### config.mk
export PLATFORM = sky130hd
export DESIGN_NAME = axi4s_rr_arbiter
export DESIGN_NICKNAME = d
export VERILOG_FILES = /design/src/rtl/axi4s_rr_arbiter_pkg.sv /design/src/rtl/axi4s_rr_arbiter_reg_slice.sv /design/src/rtl/axi4s_rr_arbiter.sv
export SDC_FILE = /design/constraint.sdc
export NUM_CORES = 1
export LEC_CHECK = 0
export BUFFER_PORTS_ARGS = -buffer_cell sky130_fd_sc_hd__buf_2
export CAP_MARGIN = 20
export CORE_MARGIN = 4
export CORE_UTILIZATION = 38
export CTS_CLUSTER_SIZE = 12
export DETAILED_ROUTE_END_ITERATION = 12
export PLACE_DENSITY = 0.78
export SLEW_MARGIN = 20
export SYNTH_ARGS = -nofsm -noshare
export SYNTH_HDL_FRONTEND = slang
export SYNTH_SLANG_ARGS = --single-unit
### constraint.sdc
create_clock -name aclk -period 1.7 [get_ports aclk]
set_clock_uncertainty 0.05 [all_clocks]
set_input_delay 0 -clock aclk [delete_from_list [all_inputs] [get_ports aclk]]
set_output_delay 0 -clock aclk [all_outputs]
set_load 0.02 [all_outputs]
### src/rtl/axi4s_rr_arbiter_pkg.sv
// Shared types and helpers for the packet-granular AXI4-Stream round-robin arbiter.
// rr_pick works on a fixed 16-bit request vector so one function serves every NUM_SRC.
package axi4s_arb_pkg;

  typedef enum logic {IDLE, BUSY} arb_state_t;

  localparam int MAX_SRC = 16;

  function automatic int arb_gw(input int numSrc);
    return (numSrc > 1) ? $clog2(numSrc) : 1;
  endfunction

  // First asserted request scanning upward from ptr+1, wrapping modulo numSrc.
  function automatic logic [3:0] rr_pick(input logic [MAX_SRC-1:0] req,
                                         input logic [3:0]         ptr,
                                         input int                 numSrc);
    logic [3:0] win;
    logic       found;
    int         idx;
    win   = ptr;
    found = 1'b0;
    for (int i = 1; i <= MAX_SRC; i++) begin
      idx = (int'(ptr) + i) % numSrc;
      if (i <= numSrc && !found && req[idx]) begin
        win   = 4'(idx);
        found = 1'b1;
      end
    end
    return win;
  endfunction

endpackage

### src/rtl/axi4s_rr_arbiter_reg_slice.sv
// One-entry AXI4-Stream register slice; a load and a drain may happen in the same cycle.
module axi4s_reg_slice #(
  parameter int DLEN = 32
) (
  input  logic            aclk,
  input  logic            areset,
  input  logic            s_tvalid_i,
  output logic            s_tready_o,
  input  logic [DLEN-1:0] s_tdata_i,
  input  logic            s_tlast_i,
  output logic            m_tvalid_o,
  input  logic            m_tready_i,
  output logic [DLEN-1:0] m_tdata_o,
  output logic            m_tlast_o
);

  logic            valid_q;
  logic            last_q;
  logic [DLEN-1:0] data_q;

  assign s_tready_o = !valid_q || m_tready_i;

  always_ff @(posedge aclk or posedge areset) begin
    if (areset) begin
      valid_q <= 1'b0;
      data_q  <= '0;
      last_q  <= 1'b0;
    end else if (s_tvalid_i && s_tready_o) begin
      valid_q <= 1'b1;
      data_q  <= s_tdata_i;
      last_q  <= s_tlast_i;
    end else if (m_tready_i) begin
      valid_q <= 1'b0;
    end
  end

  assign m_tvalid_o = valid_q;
  assign m_tdata_o  = data_q;
  assign m_tlast_o  = last_q;

endmodule

### src/rtl/axi4s_rr_arbiter.sv
// Packet-granular round-robin arbiter sharing one AXI4-Stream sink among NUM_SRC sources.
// A grant is held from the first beat to the TLAST beat; output goes through a register slice.
module axi4s_rr_arbiter
  import axi4s_arb_pkg::*;
#(
  parameter int NUM_SRC = 4,
  parameter int DLEN    = 32
) (
  input  logic                      aclk,
  input  logic                      areset,
  input  logic [NUM_SRC-1:0]        s_tvalid,
  output logic [NUM_SRC-1:0]        s_tready,
  input  logic [NUM_SRC*DLEN-1:0]   s_tdata,
  input  logic [NUM_SRC-1:0]        s_tlast,
  output logic                      m_tvalid,
  input  logic                      m_tready,
  output logic [DLEN-1:0]           m_tdata,
  output logic                      m_tlast,
  output logic [$clog2(NUM_SRC)-1:0] o_grant,
  output logic                      o_busy
);

  localparam int GW = arb_gw(NUM_SRC);

  arb_state_t          state_q;
  logic [GW-1:0]       grant_q;
  logic [GW-1:0]       ptr_q;
  logic [GW-1:0]       winner;
  logic [MAX_SRC-1:0]  reqExt;
  logic                sliceRdy;
  logic                beatValid;
  logic                beatAccept;
  logic                beatLast;
  logic [DLEN-1:0]     beatData;

  assign reqExt = MAX_SRC'(s_tvalid);
  assign winner = GW'(rr_pick(reqExt, 4'(ptr_q), NUM_SRC));

  assign beatData   = s_tdata[int'(grant_q)*DLEN +: DLEN];
  assign beatLast   = s_tlast[grant_q];
  assign beatValid  = (state_q == BUSY) && s_tvalid[grant_q];
  assign beatAccept = beatValid && sliceRdy;

  // Only the granted source ever sees ready, and never as a function of its own valid.
  always_comb begin
    s_tready = '0;
    if (state_q == BUSY) begin
      s_tready[grant_q] = sliceRdy;
    end
  end

  always_ff @(posedge aclk or posedge areset) begin
    if (areset) begin
      state_q <= IDLE;
      grant_q <= '0;
      ptr_q   <= GW'(NUM_SRC - 1);
    end else begin
      case (state_q)
        IDLE: begin
          if (|s_tvalid) begin
            grant_q <= winner;
            ptr_q   <= winner;
            state_q <= BUSY;
          end
        end
        BUSY: begin
          if (beatAccept && beatLast) begin
            state_q <= IDLE;
          end
        end
        default: state_q <= IDLE;
      endcase
    end
  end

  assign o_busy  = (state_q == BUSY);
  assign o_grant = grant_q;

  axi4s_reg_slice #(
    .DLEN(DLEN)
  ) u_slice (
    .aclk       (aclk),
    .areset     (areset),
    .s_tvalid_i (beatValid),
    .s_tready_o (sliceRdy),
    .s_tdata_i  (beatData),
    .s_tlast_i  (beatLast),
    .m_tvalid_o (m_tvalid),
    .m_tready_i (m_tready),
    .m_tdata_o  (m_tdata),
    .m_tlast_o  (m_tlast)
  );

endmodule

==> flow_summary.toml <==
[power]
internal_power_mw = 4.40
combPwrFrac_pct = 63.7
sequentialPowerShare_pct = 25.0
switching_power_mw = 2.66
sw_frac_of_total_pct = 37.7
power_frac_clock_pct = 11.3
ir_worst_vdd_mv = 0.921
p_per_area_nw_per_um2 = 1880
leakage_nw = 1.93

[timing]
max_freq_ghz = 0.571
slew_headroom_pct = 66.8
rsz0062_at_grt = "true"
hold_violations = 0
fin_setup_tns_ns = -0.660
final_max_slew_viol_count = 0
finalCritPeriodShare_pct = 103
finalSetupViolCount = 28
period_minus_slack_ns = 1.75
setup_ws_ns = -0.0506
worst_pin_slew_ns = 0.499

[setup_path]
cp-startpoint = "o_grant[1]"
critPathSlowestCell = "mux4_2"
cp_cell_sequence = "mux4_2, nand3_4, buf_12, mux2_4"
critPathKind = "reg2reg"
rr_endpoint = "u_slice.m_tdata_o[8]"
r2r_slack_ns = -0.05
worstPathArrival_ns = 1.87
end_kind = "register"
cp.depth = 4
worstSetupStartpointType = "register"
r2r-start = "o_grant[1]"
path_buf_inv = 1
cp_max_fo = 14
cp.required_ns = 1.82
cp_top_family = "multiplexers"
critPathMaxStageDelay_ns = 0.55
crit_end = "u_slice.m_tdata_o[8]"
r2r.worst_path.cells = 4

[yosys]
yosysUniqueCellTypes = 26
synth.avg_cell_area_um2 = 16.1
yosys.area.top_type = "dfrtp_1"
ys_seq_elements = 39
yosys.area.top_type_share_pct = 35.7
ys_seq_area_share_pct = 37.7
synthCells = 161
synth.top_cells.by_area = "dfrtp_1 36%, mux4_2 30%, mux2_4 17%, buf_12 2.3%, dfstp_2 2.0%"
syn_area_um2 = 2600
synthesis.nets = 300
synth_warnings = 0

[layout]
multi_input_area_um2 = 1490
n_fill_cell = 549
synthToLayoutAreaGrowth_pct = 44.5
diodes = 0
stdcell_count = 424
register_area_um2 = 981
nNetsFinal = 485
layout-drive-gt1-share_pct = 77.5

[die]
die_w_um = 90.7
row_count = 29
design.core.area_um2 = 6490
die_y_um = 90.7
num_io_pins = 180
initial_core_util_pct = 40.0
die_area_um2 = 8220

[placed_design]
dpl.cell_count = 413
dp_hpwl_um = 5730
place.gp.congestion = 0.803
numPortBuffers = 179

[detailed_routing]
vias = 2221
wl_per_cell_um = 16.8
routed_wl_um = 7120
ant_nets = 0
drt_pass1_iterations = 4
vias_per_cell = 5.24
drc = 0
drtIter0Drc = 50

[global_routing]
antenna_found_initial = 0
grt_pass1_wl_um = 11400
grt_pass1_vias = 2365
grt_max_degree = 40
grt_overflow = 0
grt_use_total_pct = 17.3

[status]
violations = "setup timing"
status = "finished, violations left"

[cts]
root_buffer = "clkbuf_8"
cts.sinks = 39
htreeDepth = 2
cts_buffers = 5
path_clk_slew_ns = 0.08
cts_tree = "yes"
clock_latency_ns = 0.29
cts_max_path_buffers = 2

[flow_run]
drv_cap = 0

[hold_path]
hp-class = "in2reg"
## worst min path at each step
stage	start	endpoint	slack (ns)	cells after the start
after global routing	m_tready	u_slice.m_tvalid_o	0.07	3
final	s_tvalid[0]	ptr_q[0]	0.04	4
after CTS	s_tvalid[0]	ptr_q[0]	0.03	4
after global placement	areset	u_slice.m_tdata_o[4]	0.08	3
after floorplan	areset	o_busy	0.15	1
after detailed placement	areset	u_slice.m_tdata_o[19]	0.09	3
## worst register-to-register path: cells and delay by family (launching register included)
family	cells	cell delay, ns
buffers and inverters	1	0.19
muxes	2	0.87
DFF	1	0.38
and+or+nand+nor	1	0.15
## what timing repair did
action | in CTS | in global routing
hold endpoints to repair | 37 | 0
setup endpoints to repair | 31 | 33
resized for setup | 1 | 3
pin swaps | 0 | 1
setup buffers | 1 | 0
hold buffers | 1 | 0
gates cloned | 0 | 1
## synthesized netlist by cell type
master,number
a21oi_1,6
o2bb2ai_1,1
o21ai_0,1
mux4_2,35
a31oi_1,1
dfrtp_1,37
buf_2,1
buf_12,3
clkbuf_1,3
nor3_1,2
mux2_4,29
mux2i_1,1
buf_6,4
nand3_1,1
o21a_1,2
nand4_1,1
dfstp_2,2
inv_1,3
or2b_1,2
a211oi_1,1
nand2b_1,5
nand2_1,5
nand3_4,1
mux2_2,3
nor2_1,10
buf_1,1
## cells in the final DEF, fill, tap and decap left out, drive strengths merged
master,instances
nor3,2
nand3,2
nand2b,5
o21ai,1
nand4,1
a21oi,6
a31oi,1
dlygate4sd3,1
clkbuf,7
dfrtp,37
nor2,10
dfstp,2
nand2,5
mux4,35
mux2,32
clkinv,2
o2bb2ai,1
o21a,2
a211oi,1
or2b,2
mux2i,1
buf,188
bufinv,1
inv,2
## area by class of cell
cell class,count,share of cell area (%)
clock buffer,6,2.20
timing repair buffer,190,28.1
sequential,39,26.2
inverter,3,0.300
tap,77,2.57
multi-input combinational,107,39.8
clock inverter,2,0.934
## state kept, by name, indices dropped and copies added, names as in the netlist
register            flops
o_grant                 2
u_slice.m_tdata_o      32
o_busy                  1
ptr_q                   2
u_slice.m_tlast_o       1
u_slice.m_tvalid_o      1
## kinds of logic (layout without fill, tap and decap cells)
family	Yosys count	count (layout)	synth area share, %
muxes	68	68	48.8
AOI/OAI and AO/OA	12	12	2.80
and+or+nand+nor	27	27	5.45
DFF	39	39	37.7
buffers and inverters	15	201	5.25
## power groups by stage
stage               clock [mW]  sequential, mW  combinational (mW)
floorplan                    0            2.29                2.84
CTS                      0.828            1.77                4.46
finish                   0.797            1.76                4.49
detailed placement           0            1.77                4.43
global placement             0            1.75                4.28
global route             0.858            1.83                4.81
## metrics by stage
step / power [mW] / setup WS, ns / cell area (um2) / utilization, % / hold WS, ns
global route: 7.50 / -0.105 / 3750 / 57.8 / 0.0664
CTS: 7.05 / -0.0575 / 3710 / 57.2 / 0.0323
finish: 7.05 / -0.0506 / 3750 / 57.8 / 0.0389
floorplan: 5.12 / -0.0689 / 2600 / - / 0.150
global placement: 6.03 / -0.0206 / 3580 / 55.1 / 0.0753
detailed placement: 6.19 / -0.0570 / 3580 / 55.1 / 0.0948
## routing by layer
metal  global-route usage [%]  wire length (um)
met5                        0                 0
met4                     3.83               110
met3                     5.42               655
met2                     32.1              3780
met1                     19.2              2570
Power figures use the tool's default switching activity.
